==> config.mk <==
export PLATFORM = sky130hd
export DESIGN_NAME = mem_access_unit_flat
export DESIGN_NICKNAME = d
export VERILOG_FILES = /design/src/rtl/mem_access_unit_if.sv /design/src/rtl/mem_access_unit.sv /design/src/flat_wrapper.sv
export SDC_FILE = /design/constraint.sdc
export NUM_CORES = 1
export LEC_CHECK = 0
export BUFFER_PORTS_ARGS = -buffer_cell sky130_fd_sc_hd__buf_4
export CORE_AREA = 2 2 185 187
export DETAILED_ROUTE_END_ITERATION = 8
export DIE_AREA = 0 0 187 189
export PLACE_DENSITY_LB_ADDON = 0.3
export SLEW_MARGIN = 20
export SYNTH_ARGS = -nofsm -noshare
export SYNTH_HDL_FRONTEND = slang
export SYNTH_SLANG_ARGS = --single-unit
==> constraint.sdc <==
create_clock -name clk -period 14 [get_ports clk]
set_input_delay 2.1 -clock clk [delete_from_list [all_inputs] [get_ports clk]]
set_output_delay 2.1 -clock clk [all_outputs]
set_load 0.005 [all_outputs]
==> src/rtl/mem_access_unit_if.sv <==
// mem_access_unit_if -- bundles the three handshakes of the data-memory access stage.
//   req_*  : request from the execute stage (valid/ready)
//   mem_*  : request/acknowledge transaction with data memory
//   resp_* : response to writeback (valid/ready)
// Modports:
//   slave  : the view of mem_access_unit
//   master : the view of the surrounding pipeline / memory model
interface mem_access_unit_if;
    logic        req_valid;
    logic        req_ready;
    logic        req_is_store;
    logic [63:0] req_base;
    logic [63:0] req_offset;
    logic [63:0] req_wdata;
    logic [4:0]  req_rd;

    logic        mem_req;
    logic        mem_we;
    logic [63:0] mem_addr;
    logic [63:0] mem_wdata;
    logic        mem_ack;
    logic [63:0] mem_rdata;

    logic        resp_valid;
    logic        resp_ready;
    logic [63:0] resp_data;
    logic [4:0]  resp_rd;
    logic        resp_is_store;
    logic [1:0]  resp_fault;

    modport slave (
        input  req_valid, req_is_store, req_base, req_offset, req_wdata, req_rd,
        output req_ready,
        output mem_req, mem_we, mem_addr, mem_wdata,
        input  mem_ack, mem_rdata,
        output resp_valid, resp_data, resp_rd, resp_is_store, resp_fault,
        input  resp_ready
    );

    modport master (
        output req_valid, req_is_store, req_base, req_offset, req_wdata, req_rd,
        input  req_ready,
        input  mem_req, mem_we, mem_addr, mem_wdata,
        output mem_ack, mem_rdata,
        input  resp_valid, resp_data, resp_rd, resp_is_store, resp_fault,
        output resp_ready
    );
endinterface

==> src/rtl/mem_access_unit.sv <==
// mem_access_unit -- data-memory access stage for LDUR/STUR.
// Forms base + displacement, rejects non-doubleword-aligned addresses, runs one
// req/ack transaction with data memory and hands the result (or a fault) to
// writeback. One access in flight at a time.
// Ports:
//   clk   : rising-edge clock
//   reset : asynchronous active-high reset
//   bus   : mem_access_unit_if.slave (request, memory and response handshakes)
// Parameter TIMEOUT (1..255): cycles mem_req may stay high without mem_ack.
// Optional feature macro MEM_TIMEOUT_EN: adds the memory timeout counter and
// fault code 2'b10; without it MEM waits indefinitely for mem_ack.
module mem_access_unit #(
    parameter int unsigned TIMEOUT = 15
) (
    input  logic              clk,
    input  logic              reset,
    mem_access_unit_if.slave  bus
);
    typedef enum logic [1:0] {
        ST_IDLE = 2'd0,
        ST_MEM  = 2'd1,
        ST_RESP = 2'd2
    } state_t;

    localparam logic [1:0] FAULT_OK       = 2'b00;
    localparam logic [1:0] FAULT_MISALIGN = 2'b01;

    // Elaboration-time guard on the configured timeout range.
    if ((TIMEOUT == 32'd0) || (TIMEOUT > 32'd255)) begin : g_timeout_range
        $error("mem_access_unit: TIMEOUT must be in 1..255");
    end

    state_t      state_q,         state_d;
    logic        mem_req_q,       mem_req_d;
    logic        mem_we_q,        mem_we_d;
    logic [63:0] mem_addr_q,      mem_addr_d;
    logic [63:0] mem_wdata_q,     mem_wdata_d;
    logic [4:0]  rd_q,            rd_d;
    logic        is_store_q,      is_store_d;
    logic        resp_valid_q,    resp_valid_d;
    logic [63:0] resp_data_q,     resp_data_d;
    logic [4:0]  resp_rd_q,       resp_rd_d;
    logic        resp_is_store_q, resp_is_store_d;
    logic [1:0]  resp_fault_q,    resp_fault_d;
`ifdef MEM_TIMEOUT_EN
    localparam logic [1:0] FAULT_TIMEOUT = 2'b10;
    // The counter hits TIMEOUT on the sample where it currently holds TIMEOUT-1.
    localparam logic [7:0] TIMEOUT_LAST  = 8'(TIMEOUT - 32'd1);
    logic [7:0]  cnt_q,           cnt_d;
`endif

    // Plain 64-bit add; wraps modulo 2^64 by design.
    logic [63:0] addr_s;
    assign addr_s = bus.req_base + bus.req_offset;

    // Next-state and next-output computation for the access FSM.
    always_comb begin
        state_d         = state_q;
        mem_req_d       = mem_req_q;
        mem_we_d        = mem_we_q;
        mem_addr_d      = mem_addr_q;
        mem_wdata_d     = mem_wdata_q;
        rd_d            = rd_q;
        is_store_d      = is_store_q;
        resp_valid_d    = resp_valid_q;
        resp_data_d     = resp_data_q;
        resp_rd_d       = resp_rd_q;
        resp_is_store_d = resp_is_store_q;
        resp_fault_d    = resp_fault_q;
`ifdef MEM_TIMEOUT_EN
        cnt_d           = cnt_q;
`endif
        case (state_q)
            ST_IDLE: begin
                if (bus.req_valid) begin
                    mem_addr_d  = addr_s;
                    mem_wdata_d = bus.req_wdata;
                    rd_d        = bus.req_rd;
                    is_store_d  = bus.req_is_store;
                    if (addr_s[2:0] != 3'b000) begin
                        // Misaligned: answer directly, memory never sees it.
                        state_d         = ST_RESP;
                        resp_valid_d    = 1'b1;
                        resp_data_d     = 64'd0;
                        resp_rd_d       = bus.req_rd;
                        resp_is_store_d = bus.req_is_store;
                        resp_fault_d    = FAULT_MISALIGN;
                    end else begin
                        state_d   = ST_MEM;
                        mem_req_d = 1'b1;
                        mem_we_d  = bus.req_is_store;
`ifdef MEM_TIMEOUT_EN
                        cnt_d     = 8'd0;
`endif
                    end
                end else begin
                    state_d = ST_IDLE;
                end
            end
            ST_MEM: begin
                if (bus.mem_ack) begin
                    // An ack on the timeout sample still wins.
                    state_d         = ST_RESP;
                    mem_req_d       = 1'b0;
                    mem_we_d        = 1'b0;
                    resp_valid_d    = 1'b1;
                    resp_data_d     = is_store_q ? 64'd0 : bus.mem_rdata;
                    resp_rd_d       = rd_q;
                    resp_is_store_d = is_store_q;
                    resp_fault_d    = FAULT_OK;
                end
`ifdef MEM_TIMEOUT_EN
                else if (cnt_q == TIMEOUT_LAST) begin
                    state_d         = ST_RESP;
                    mem_req_d       = 1'b0;
                    mem_we_d        = 1'b0;
                    resp_valid_d    = 1'b1;
                    resp_data_d     = 64'd0;
                    resp_rd_d       = rd_q;
                    resp_is_store_d = is_store_q;
                    resp_fault_d    = FAULT_TIMEOUT;
                end else begin
                    cnt_d = cnt_q + 8'd1;
                end
`else
                else begin
                    state_d = ST_MEM;
                end
`endif
            end
            ST_RESP: begin
                if (bus.resp_ready) begin
                    state_d      = ST_IDLE;
                    resp_valid_d = 1'b0;
                end else begin
                    state_d = ST_RESP;
                end
            end
            default: begin
                state_d      = ST_IDLE;
                mem_req_d    = 1'b0;
                mem_we_d     = 1'b0;
                resp_valid_d = 1'b0;
            end
        endcase
    end

    // State and output registers; reset discards any access in flight.
    always_ff @(posedge clk or posedge reset) begin
        if (reset) begin
            state_q         <= ST_IDLE;
            mem_req_q       <= 1'b0;
            mem_we_q        <= 1'b0;
            mem_addr_q      <= 64'd0;
            mem_wdata_q     <= 64'd0;
            rd_q            <= 5'd0;
            is_store_q      <= 1'b0;
            resp_valid_q    <= 1'b0;
            resp_data_q     <= 64'd0;
            resp_rd_q       <= 5'd0;
            resp_is_store_q <= 1'b0;
            resp_fault_q    <= 2'b00;
`ifdef MEM_TIMEOUT_EN
            cnt_q           <= 8'd0;
`endif
        end else begin
            state_q         <= state_d;
            mem_req_q       <= mem_req_d;
            mem_we_q        <= mem_we_d;
            mem_addr_q      <= mem_addr_d;
            mem_wdata_q     <= mem_wdata_d;
            rd_q            <= rd_d;
            is_store_q      <= is_store_d;
            resp_valid_q    <= resp_valid_d;
            resp_data_q     <= resp_data_d;
            resp_rd_q       <= resp_rd_d;
            resp_is_store_q <= resp_is_store_d;
            resp_fault_q    <= resp_fault_d;
`ifdef MEM_TIMEOUT_EN
            cnt_q           <= cnt_d;
`endif
        end
    end

    // req_ready is the only output decoded from state rather than a flop.
    assign bus.req_ready     = (state_q == ST_IDLE);
    assign bus.mem_req       = mem_req_q;
    assign bus.mem_we        = mem_we_q;
    assign bus.mem_addr      = mem_addr_q;
    assign bus.mem_wdata     = mem_wdata_q;
    assign bus.resp_valid    = resp_valid_q;
    assign bus.resp_data     = resp_data_q;
    assign bus.resp_rd       = resp_rd_q;
    assign bus.resp_is_store = resp_is_store_q;
    assign bus.resp_fault    = resp_fault_q;
endmodule

==> src/flat_wrapper.sv <==
// flat-port wrapper written by rule: the top's interface ports become plain ports
module mem_access_unit_flat 
#(
    parameter int unsigned TIMEOUT = 15
)
  (clk, reset, bus_req_valid, bus_req_is_store, bus_req_base, bus_req_offset, bus_req_wdata, bus_req_rd, bus_req_ready, bus_mem_req, bus_mem_we, bus_mem_addr, bus_mem_wdata, bus_mem_ack, bus_mem_rdata, bus_resp_valid, bus_resp_data, bus_resp_rd, bus_resp_is_store, bus_resp_fault, bus_resp_ready);
  mem_access_unit_if bus_i ();
  input  logic clk;
  input  logic reset;
  input wire logic [$bits(bus_i.req_valid)-1:0] bus_req_valid;
  input wire logic [$bits(bus_i.req_is_store)-1:0] bus_req_is_store;
  input wire logic [$bits(bus_i.req_base)-1:0] bus_req_base;
  input wire logic [$bits(bus_i.req_offset)-1:0] bus_req_offset;
  input wire logic [$bits(bus_i.req_wdata)-1:0] bus_req_wdata;
  input wire logic [$bits(bus_i.req_rd)-1:0] bus_req_rd;
  output wire logic [$bits(bus_i.req_ready)-1:0] bus_req_ready;
  output wire logic [$bits(bus_i.mem_req)-1:0] bus_mem_req;
  output wire logic [$bits(bus_i.mem_we)-1:0] bus_mem_we;
  output wire logic [$bits(bus_i.mem_addr)-1:0] bus_mem_addr;
  output wire logic [$bits(bus_i.mem_wdata)-1:0] bus_mem_wdata;
  input wire logic [$bits(bus_i.mem_ack)-1:0] bus_mem_ack;
  input wire logic [$bits(bus_i.mem_rdata)-1:0] bus_mem_rdata;
  output wire logic [$bits(bus_i.resp_valid)-1:0] bus_resp_valid;
  output wire logic [$bits(bus_i.resp_data)-1:0] bus_resp_data;
  output wire logic [$bits(bus_i.resp_rd)-1:0] bus_resp_rd;
  output wire logic [$bits(bus_i.resp_is_store)-1:0] bus_resp_is_store;
  output wire logic [$bits(bus_i.resp_fault)-1:0] bus_resp_fault;
  input wire logic [$bits(bus_i.resp_ready)-1:0] bus_resp_ready;
  assign bus_i.req_valid = bus_req_valid;
  assign bus_i.req_is_store = bus_req_is_store;
  assign bus_i.req_base = bus_req_base;
  assign bus_i.req_offset = bus_req_offset;
  assign bus_i.req_wdata = bus_req_wdata;
  assign bus_i.req_rd = bus_req_rd;
  assign bus_req_ready = bus_i.req_ready;
  assign bus_mem_req = bus_i.mem_req;
  assign bus_mem_we = bus_i.mem_we;
  assign bus_mem_addr = bus_i.mem_addr;
  assign bus_mem_wdata = bus_i.mem_wdata;
  assign bus_i.mem_ack = bus_mem_ack;
  assign bus_i.mem_rdata = bus_mem_rdata;
  assign bus_resp_valid = bus_i.resp_valid;
  assign bus_resp_data = bus_i.resp_data;
  assign bus_resp_rd = bus_i.resp_rd;
  assign bus_resp_is_store = bus_i.resp_is_store;
  assign bus_resp_fault = bus_i.resp_fault;
  assign bus_i.resp_ready = bus_resp_ready;
  mem_access_unit #(.TIMEOUT(TIMEOUT)) u_core (.clk(clk), .reset(reset), .bus(bus_i));
endmodule
==> flow_metrics.env, run 1 <==
export IMPL_status="finished, final reports clean"
export IMPL_dr_pass1_iters=5
export IMPL_yosysMostFrequentCell="nand2_1"
export IMPL_routedWlPerCell_um=17.4
export IMPL_post_cts_buffers=0
export IMPL_cts_hold_buf=0
export IMPL_multi_input_area_mm2=0.00613
export IMPL_ys_seq_area_frac=0.445
export IMPL_cts_resized=0
export IMPL_start_util=0.355
export IMPL_synth_compound_area_frac=0.190
export IMPL_drtIter0Drc=754
export IMPL_criticalPathCategory="in -> reg"
export IMPL_tightest_slew_ps=969
export IMPL_synth_top_area_cell="dfrtp_1"
export IMPL_cts_root_buf="clkbuf_16"
export IMPL_hp_class="reg -> reg"
export IMPL_wirelength_um=40000
export IMPL_vias=11554
export IMPL_drc=0
export IMPL_cts_tree="yes"
export IMPL_cts_buffer_depth=3
export IMPL_final_nets=2163
export IMPL_cts_buffers=24
export IMPL_finalPower_uw=2440
export IMPL_finalHoldViolCount=0
export IMPL_p_leak_uw=0.00837
export IMPL_peakVddDrop_mv=0.0765
export IMPL_area_growth_pct=39.2
export IMPL_die_h_um=189
export IMPL_synthTopCellsByArea="dfrtp_1 45%, nand2_1 15%, ha_1 6.7%, o21ai_0 6.6%, a21o_1 3.2%"
export IMPL_fin_crit_sh=0.339
export IMPL_avgSynthCellArea_um2=8.31
export IMPL_grt_remaining_overflow=0
export IMPL_crit_path_start_kind="input pin"
export IMPL_async_flop_share=1.00
export IMPL_seqCellArea_mm2=0.00526
export IMPL_synthAdderAreaFrac=0.0685
export IMPL_skew_ps=6.67
export IMPL_fin_setup_tns_ps=0
export IMPL_n_fill_cell=3179
export IMPL_placementRows=67
export IMPL_synth_area_mm2=0.0118
export IMPL_port_buffers=469
export IMPL_clock_sinks=210
export IMPL_fmax_mhz=211
export IMPL_p_sw_frac=0.339
export IMPL_core_area_mm2=0.0333
export IMPL_drive_gt1_frac=0.290
export IMPL_place_gp_congestion=0.890
export IMPL_p_int_uw=1610
export IMPL_grt_max_degree=144
export IMPL_final_util=0.494
export IMPL_synth_xor_area_share=0.0393
export IMPL_die_w_um=187
export IMPL_arrival_ps=5170
export IMPL_dp_hpwl_um=30800
export IMPL_synth_ff_type="dfrtp_1"
export IMPL_synth_cell_types=64
export IMPL_end_kind="flip-flop"
export IMPL_rsz0062_at_grt="no"
export IMPL_synthSimpleGateAreaFrac=0.214
export IMPL_p_seq_frac=0.381
export IMPL_synth_seq_cells=210
export IMPL_muxShareOfSynthArea=0.00509
export IMPL_synth_top_family_by_area="simple AND/OR/NAND/NOR gates"
export IMPL_grt_pass1_vias=11224
export IMPL_worstSkewPairLatency_ps=520
export IMPL_cp_max_fo=4
export IMPL_yosys_top_cells_count="467 x nand2_1, 210 x dfrtp_1, 155 x o21ai_0, 73 x clkbuf_1, 68 x a21oi_1"
export IMPL_io_pins=471
export IMPL_combPwrFrac=0.364
export IMPL_routed_via_density=5.03
export IMPL_die_area_mm2=0.0353
export IMPL_p_clk_frac=0.255
export IMPL_antenna_found_initial=1
export IMPL_slew_headroom=0.354
export IMPL_synthDominantCellAreaShare=0.445
export IMPL_path_clk_slew_ps=60
export IMPL_crit_required_ps=14430
export IMPL_switching_power_uw=826
export IMPL_synthCells=1419
export IMPL_powerDensity_mw_per_mm2=148
export IMPL_grt_use_total=0.218
export IMPL_fin_crit_ps=4740
export IMPL_maxCapViolCount=0
export IMPL_syn_nets=1750
export IMPL_slew_violations=0
export IMPL_grt_pass1_wl_um=62000
export IMPL_ant_nets=0
export IMPL_ys_warn_count=0
export IMPL_htreeDepth=1
export IMPL_synth_edf_count=0
export IMPL_setup_violations=0
-- layout make-up --
type / instances / area share
clock buffers: 33 / 0.0423
flip-flops and latches: 210 / 0.320
inverters: 21 / 0.00525
clock inverters: 9 / 0.00503
well taps: 448 / 0.0341
multi-input cells: 1098 / 0.373
diodes: 1 / 0.000152
repair buffers: 477 / 0.220
-- per-stage QoR --
step	instance area (µm²)	hold slack (ps)	setup slack [ps]	instances
3_3_place_gp	15600	457	8800	2252
3_5_place_dp	15600	461	8730	2252
6_report	16400	472	9260	2297
2_1_floorplan	11800	445	6160	1419
5_1_grt	16400	497	9100	2297
4_1_cts	16400	476	9300	2294
-- power by group through the flow --
stage / logic [µW] / clock network (µW) / registers, µW
2_1_floorplan: 375 / 0 / 933
3_3_place_gp: 881 / 0 / 930
3_5_place_dp: 891 / 0 / 935
4_1_cts: 893 / 647 / 928
5_1_grt: 982 / 668 / 953
6_report: 887 / 622 / 928
-- routing by layer --
metal	up-vias	GRT usage	share of wire
li1	5657	-	-
met2	455	0.371	0.48
met5	-	0	0
met1	5372	0.279	0.42
met4	0	0.0757	0.035
met3	70	0.0406	0.071
-- cell usage in the layout (no fill, tap or decap), types with 9 or more instances in the layout --
cell / instances
inv_1: 20
o21bai_1: 9
a21oi_1: 68
xnor2_1: 28
buf_4: 475
o21ai_0: 155
clkbuf_16: 25
a21o_1: 50
nor2_1: 49
nand3_1: 12
nand2_1: 466
xor2_1: 25
a31oi_1: 14
nand4_1: 27
dfrtp_1: 210
ha_1: 63
-- worst max-delay path, cell delays in order --
cell,delay (ps)
buf_4,110
ha_1,280
fa_1,480
a21o_1,230
a221oi_2,340
o21ai_2,150
a31oi_2,220
o31ai_2,140
a211o_1,370
nor4b_1,180
o21a_1,230
o21a_1,170
o31ai_2,170
-- flip-flops by register name (all words and copies together) (netlist names) --
| name | flops |
|---|---|
| u_core.bus.resp_data | 64 |
| u_core.bus.mem_addr | 64 |
| u_core.bus.resp_fault | 1 |
| u_core.bus.mem_req | 1 |
| u_core.bus.resp_valid | 1 |
| u_core.bus.resp_is_store | 1 |
| u_core.is_store_q | 1 |
| u_core.bus.resp_rd | 5 |
| u_core.rd_q | 5 |
| u_core.state_q | 2 |
| u_core.bus.mem_we | 1 |
| u_core.bus.mem_wdata | 64 |
-- worst paths after layout --
| check | start | to | slack [ps] | cells past startpoint |
|---|---|---|---|---|
| worst max-delay path | bus_req_offset[0] | u_core.bus.mem_addr[62] | 9260 | 13 |
| worst min-delay path | u_core.rd_q[0] | u_core.rd_q[0] | 470 | 2 |
| worst max register to register | u_core.state_q[0] | u_core.bus.mem_addr[57] | 11560 | 6 |
| worst min register to register | u_core.rd_q[0] | u_core.rd_q[0] | 470 | 2 |
| max in group asynchronous | reset | u_core.bus.resp_data[26] | 11040 | 3 |
| min in group asynchronous | reset | u_core.bus.mem_addr[36] | 1620 | 2 |
-- cell families after synthesis --
group                      count (synthesis)
muxes                                      6
buffers and inverters                    111
other                                      1
AOI/OAI and AO/OA                        368
xor gates and xnor gates                  53
adders and majority gates                 64
DFF                                      210
and+or+nand+nor                          606
(Power assumes the default switching activity.)
==> run 2, diff against run 1 <==
--- a/config.mk
+++ b/config.mk
@@ -5,10 +5,11 @@
 export SDC_FILE = /design/constraint.sdc
 export NUM_CORES = 1
 export LEC_CHECK = 0
+export ABC_AREA = 1
 export BUFFER_PORTS_ARGS = -buffer_cell sky130_fd_sc_hd__buf_4
-export CORE_AREA = 2 2 185 187
+export CORE_MARGIN = 2
+export CORE_UTILIZATION = 43
 export DETAILED_ROUTE_END_ITERATION = 8
-export DIE_AREA = 0 0 187 189
 export PLACE_DENSITY_LB_ADDON = 0.3
 export SLEW_MARGIN = 20
 export SYNTH_ARGS = -nofsm -noshare
==> constraint.sdc (replaced) <==
create_clock -name clk -period 4.4 [get_ports clk]
set_input_delay 0.66 -clock clk [delete_from_list [all_inputs] [get_ports clk]]
set_output_delay 0.66 -clock clk [all_outputs]
set_load 0.005 [all_outputs]
==> run 2 against run 1 <==
Combinational power grew to 3.6 times the previous value. Worst setup slack lost 7500 ps. Synthesized cell count grew 50%. Sequential share of layout area shrank 3.8 points. Final cell count grew 31%. Critical path depth shrank 3. Clock skew grew 4.0 ps. Critical path type unchanged. Critical endpoint is now u_core.bus.resp_data[56]. Largest cell class unchanged.
==> flow_metrics.env, run 2 <==
export IMPL_crit_required_ps=4840
export IMPL_maxCapViolCount=0
export IMPL_met2_length_um=23500
export IMPL_cts_buffer_depth=3
export IMPL_clock_sinks=210
export IMPL_synth_xor_area_share=0.0182
export IMPL_grt_use_total=0.284
export IMPL_end_kind="flip-flop"
export IMPL_path_clk_slew_ps=60
export IMPL_finalHoldViolCount=0
export IMPL_synthAdderAreaFrac=0.0580
export IMPL_synthDominantCellAreaShare=0.377
export IMPL_critical_path_startpoint="bus_req_offset[0]"
export IMPL_grt_remaining_overflow=0
export IMPL_antenna_found_initial=1
export IMPL_wirelength_um=49200
export IMPL_routed_via_density=4.93
export IMPL_p_leak_uw=0.0108
export IMPL_tightest_slew_ps=1110
export IMPL_cts_tree="yes"
export IMPL_core_area_mm2=0.0317
export IMPL_drc=0
export IMPL_dr_pass1_iters=5
export IMPL_vias=14812
export IMPL_most_common_layout_cells="1029 x nand2_1, 473 x buf_4, 319 x inv_1"
export IMPL_synthCells=2130
export IMPL_async_flop_share=1.00
export IMPL_cts_buffers=25
export IMPL_n_fill_cell=2947
export IMPL_grt_pass1_wl_um=75600
export IMPL_rsz0062_at_grt="no"
export IMPL_slowest_stage="fa_1"
export IMPL_worstSkewPairLatency_ps=520
export IMPL_die_area_mm2=0.0339
export IMPL_grt_pass1_vias=14222
export IMPL_switching_power_uw=3020
export IMPL_avgSynthCellArea_um2=6.54
export IMPL_cts_hold_buf=0
export IMPL_drive_gt1_frac=0.224
export IMPL_synth_edf_count=0
export IMPL_cts_resized=0
export IMPL_synthTopCellsByArea="dfrtp_1 38%, nand2_1 28%, inv_1 8.6%, ha_1 5.7%, nand3_1 3.2%"
export IMPL_worst_r2r_cell_count=5
export IMPL_mostFrequentLayoutCell="nand2_1"
export IMPL_criticalPathCategory="in -> reg"
export IMPL_drtIter0Drc=974
export IMPL_p_int_uw=5350
export IMPL_crit_path_start_kind="input pin"
export IMPL_die_w_um=184
export IMPL_cp_max_fo=52
export IMPL_yosys_top_cells_count="1030 x nand2_1, 320 x inv_1, 210 x dfrtp_1, 112 x nor2_1, 88 x nand3_1"
export IMPL_skew_ps=10.7
export IMPL_r2r_slack_ps=1900
export IMPL_finalPower_uw=8360
export IMPL_synth_area_mm2=0.0139
export IMPL_die_h_um=184
export IMPL_arrival_ps=3050
export IMPL_port_buffers=469
export IMPL_slew_headroom=0.257
export IMPL_synth_top_area_cell="dfrtp_1"
export IMPL_muxShareOfSynthArea=0
export IMPL_fmax_mhz=384
export IMPL_status="finished, final reports clean"
export IMPL_placementRows=65
export IMPL_p_sw_frac=0.361
export IMPL_cp_common_cell="buf_4"
export IMPL_setup_violations=0
export IMPL_combPwrFrac=0.383
export IMPL_met3_length_um=3960
export IMPL_top_layer="met4"
export IMPL_grt_max_degree=104
export IMPL_synth_cell_types=40
export IMPL_synth_seq_cells=210
export IMPL_wl_met1_um=19600
export IMPL_fin_crit_sh=0.592
export IMPL_synth_compound_area_frac=0.0649
export IMPL_hp_class="in -> async"
export IMPL_post_cts_buffers=0
export IMPL_p_clk_frac=0.260
export IMPL_powerDensity_mw_per_mm2=449
export IMPL_fin_crit_ps=2610
export IMPL_r2r_start="u_core.state_q[1]"
export IMPL_critPathMaxStageDelay_ps=470
export IMPL_r2r_end="u_core.bus.mem_wdata[62]"
export IMPL_ys_seq_area_frac=0.377
export IMPL_final_nets=2914
export IMPL_crit_chain="buf_4, ha_1, fa_1, xor2_1, nor3_4, nand2_2, nand2_4, buf_4, nand2_1, o21ai_2"
export IMPL_fin_setup_tns_ps=0
export IMPL_synthSimpleGateAreaFrac=0.371
export IMPL_htreeDepth=1
export IMPL_area_growth_pct=33.7
export IMPL_io_pins=471
export IMPL_place_gp_congestion=1.02
export IMPL_ys_warn_count=0
export IMPL_p_seq_frac=0.357
export IMPL_yosysMostFrequentCell="nand2_1"
export IMPL_ant_nets=0
export IMPL_cts_root_buf="clkbuf_16"
export IMPL_dp_hpwl_um=38900
export IMPL_synth_top_family_by_area="simple AND/OR/NAND/NOR gates"
export IMPL_peakVddDrop_mv=0.261
export IMPL_syn_nets=2461
export IMPL_routedWlPerCell_um=16.4
export IMPL_synth_ff_type="dfrtp_1"
export IMPL_slew_violations=0
export IMPL_start_util=0.439
-- run 2: cell types whose count changed in the layout (fill, tap and decap cells not counted), moves of 25 or more --
cell     delta
o21ai_0   -129
nand3_1    +76
inv_1     +299
nand2_1   +563
o21ai_2    +25
a21o_1     -50
nor2_1     +63
o21ai_1    +38
-- run 2: kinds of logic after synthesis --
family | Yosys count
adders and majority gates | 64
xor gates and xnor gates | 29
and+or+nand+nor | 1293
buffers and inverters | 377
other | 1
AOI/OAI and AO/OA | 156
DFF | 210
-- run 2: final cells by class --
cell class | instances | area [µm²] | area share
repair buffers | 478 | 3640 | 0.195
clock inverters | 13 | 183 | 0.00980
clock buffers | 30 | 664 | 0.0357
multi-input cells | 1543 | 7150 | 0.384
well taps | 402 | 503 | 0.0270
inverters | 325 | 1230 | 0.0659
diodes | 1 | 2.50 | 0.000134
flip-flops and latches | 210 | 5260 | 0.282
-- run 2: worst max path at each step --
stage / end / slack (ps) / cells after the start
final: u_core.bus.resp_data[56] / 1790 / 10
after global routing: u_core.bus.resp_data[56] / 1620 / 10
after CTS: u_core.bus.resp_data[56] / 1820 / 10
after detailed placement: u_core.bus.resp_data[56] / 1330 / 10
after global placement: u_core.bus.resp_data[25] / 1430 / 10
after floorplan: u_core.bus.mem_addr[0] / 1010 / 1
-- run 2: critical path, delay by kind of cell --
kind / cells / cell delay (ps)
buffers and inverters: 2 / 480
XOR/XNOR: 1 / 210
AND/OR/NAND/NOR: 4 / 870
adder cells (fa/ha/maj): 2 / 730
AO/OA/AOI/OAI: 1 / 90
-- run 2: power groups by stage --
| stage | registers [µW] | logic, µW | clock network [µW] |
|---|---|---|---|
| 5_1_grt | 3060 | 3530 | 2280 |
| 3_3_place_gp | 2990 | 3150 | 0 |
| 2_1_floorplan | 2980 | 1460 | 0 |
| 3_5_place_dp | 3000 | 3210 | 0 |
| 4_1_cts | 2980 | 3230 | 2210 |
| 6_report | 2990 | 3200 | 2170 |
-- run 2: metal layers --
metal | track usage | up-vias
li1 | - | 7359
met1 | 0.351 | 6764
met2 | 0.488 | 582
met3 | 0.0477 | 107
met4 | 0.122 | 0
met5 | 0 | -
-- run 2: stage by stage --
step	hold slack, ps	util	instance area [µm²]	setup WS [ps]	instances
2_1_floorplan	449	-	13900	1010	2130
3_3_place_gp	463	0.560	17800	1430	2957
3_5_place_dp	466	0.560	17800	1330	2957
4_1_cts	311	0.587	18600	1820	3000
5_1_grt	195	0.587	18600	1620	3002
6_report	186	0.587	18600	1790	3002
==> run 3, diff against run 2 <==
==> constraint.sdc (replaced) <==
create_clock -name clk -period 2.2 [get_ports clk]
set_input_delay 0.33 -clock clk [delete_from_list [all_inputs] [get_ports clk]]
set_output_delay 0.33 -clock clk [all_outputs]
set_load 0.005 [all_outputs]
==> run 3 against run 2 <==
Critical path depth grew 1. Flip-flop and latch count is the same. Worst setup slack lost 1500 ps. Critical path type unchanged. Largest power group unchanged.
==> flow_metrics.env, run 3 (same netlist as run 2, synthesis figures left out) <==
export IMPL_dp_hpwl_um=39400
export IMPL_critical_path_depth=11
export IMPL_setup_violations=0
export IMPL_crit_path_start_kind="input pin"
export IMPL_die_w_um=184
export IMPL_fin_crit_sh=0.854
export IMPL_post_place_ws_ps=-202
export IMPL_cts_hold_buf=55
export IMPL_io_pins=471
export IMPL_place_area_mm2=0.0185
export IMPL_maxCapViolCount=0
export IMPL_rsz0062_at_grt="no"
export IMPL_crit_chain="buf_4, ha_1, fa_1, buf_4, xor2_1, nor3_4, nand2_2, nand2_4, buf_12, nand2_1, o21ai_2"
export IMPL_die_h_um=184
export IMPL_drtIter0Drc=1163
export IMPL_drive_gt1_frac=0.244
export IMPL_cp_top_family="adder cells"
export IMPL_clock_sinks=210
export IMPL_critPathMaxStageDelay_ps=450
export IMPL_grt_max_degree=126
export IMPL_grt_use_total=0.293
export IMPL_p_leak_uw=0.0114
export IMPL_grt_pass1_wl_um=78400
export IMPL_peakVddDrop_mv=0.477
export IMPL_end_kind="flip-flop"
export IMPL_routedWlPerCell_um=16.0
export IMPL_vias=15378
export IMPL_timing_hold_ws_ps=16.4
export IMPL_wirelength_um=50300
export IMPL_htreeDepth=1
export IMPL_instances_no_fill=3143
export IMPL_final_nets=3051
export IMPL_mostFrequentLayoutCell="nand2_1"
export IMPL_cts_tree="yes"
export IMPL_whs_path_depth=2
export IMPL_hp_class="in -> reg"
export IMPL_port_buffers=469
export IMPL_drc=0
export IMPL_core_area_mm2=0.0317
export IMPL_slew_violations=0
export IMPL_dr_pass1_iters=5
export IMPL_most_common_layout_cells="1029 x nand2_1, 551 x buf_4, 319 x inv_1"
export IMPL_fmax_mhz=532
export IMPL_slew_headroom=0.606
export IMPL_dp_cells=3040
export IMPL_grt_pass1_vias=15232
export IMPL_critical_path_buf_inv_count=3
export IMPL_post_cts_buffers=0
export IMPL_die_area_mm2=0.0339
export IMPL_routed_via_density=4.89
export IMPL_cts_buffer_depth=3
export IMPL_fin_area_mm2=0.0198
export IMPL_setup_slack_ps=320
export IMPL_area_growth_pct=42.3
export IMPL_ant_nets=0
export IMPL_start_util=0.439
export IMPL_cp_max_fo=47
export IMPL_place_gp_congestion=1.04
export IMPL_cts_buffers=25
export IMPL_skew_ps=15.7
export IMPL_finalPower_uw=16900
export IMPL_worstSkewPairLatency_ps=530
export IMPL_path_clk_slew_ps=60
export IMPL_slowest_stage="fa_1"
export IMPL_grt_remaining_overflow=0
export IMPL_placementRows=65
export IMPL_cts_resized=0
export IMPL_cts_root_buf="clkbuf_16"
export IMPL_crit_required_ps=2650
export IMPL_cp_common_cell="buf_4"
export IMPL_antenna_found_initial=2
export IMPL_powerDensity_mw_per_mm2=851
export IMPL_n_fill_cell=2825
export IMPL_tightest_slew_ps=591
export IMPL_finalHoldViolCount=0
export IMPL_criticalPathCategory="in -> reg"
export IMPL_worst_r2r_cell_count=10
export IMPL_fin_crit_ps=1880
export IMPL_status="finished, final reports clean"
export IMPL_arrival_ps=2330
## run 3: area by class of cell
class / instances / area (µm²) / share of cell area
sequential: 210 / 5260 / 0.265
clock inverter: 15 / 125 / 0.00631
antenna: 3 / 7.51 / 0.000379
inverter: 325 / 1230 / 0.0619
clock buffer: 30 / 684 / 0.0345
tap: 402 / 503 / 0.0254
timing repair buffer: 615 / 4870 / 0.246
multi-input combinational: 1543 / 7150 / 0.361
## run 3: worst paths after layout
check / from / end / slack, ps
max in group asynchronous: reset / u_core.bus.mem_wdata[53] / 1020
setup reg to reg: u_core.state_q[1] / u_core.bus.resp_rd[4] / 490
setup / recovery: bus_req_offset[0] / u_core.bus.resp_data[4] / 320
hold / removal: bus_mem_ack / u_core.state_q[0] / 20
min in group asynchronous: reset / u_core.bus.resp_data[38] / 380
hold reg to reg: u_core.bus.mem_addr[57] / u_core.bus.mem_addr[57] / 480
## run 3: metrics by stage
stage | utilization | TNS (ps)
final | 0.625 | 0
after floorplan | - | -180220
after global placement | 0.582 | -7210
after global routing | 0.625 | 0
after detailed placement | 0.582 | -12750
after CTS | 0.625 | 0
## run 3: per-layer routing
| metal | GRT usage | up-vias | wire length [µm] |
|---|---|---|---|
| met1 | 0.355 | 6963 | 20000 |
| met2 | 0.502 | 636 | 23900 |
| met4 | 0.144 | 0 | 2610 |
| met3 | 0.0523 | 147 | 3790 |
| li1 | - | 7632 | - |
| met5 | 0 | - | 0 |
## run 3: worst register-to-register path, stage by stage (launching register included)
cell and delay (ps):
dfrtp_1 460, nor2_4 250, inv_4 110, nor2_4 110
inv_2 50, nand2_2 80, nand2_4 90, buf_4 150
inv_2 140, nor2_1 60, a31oi_1 140
## run 3: power by group
group	switching, µW	internal (µW)	total (µW)
clock	1820	2260	4080
sequential	880	5140	6020
combinational	3540	3220	6760
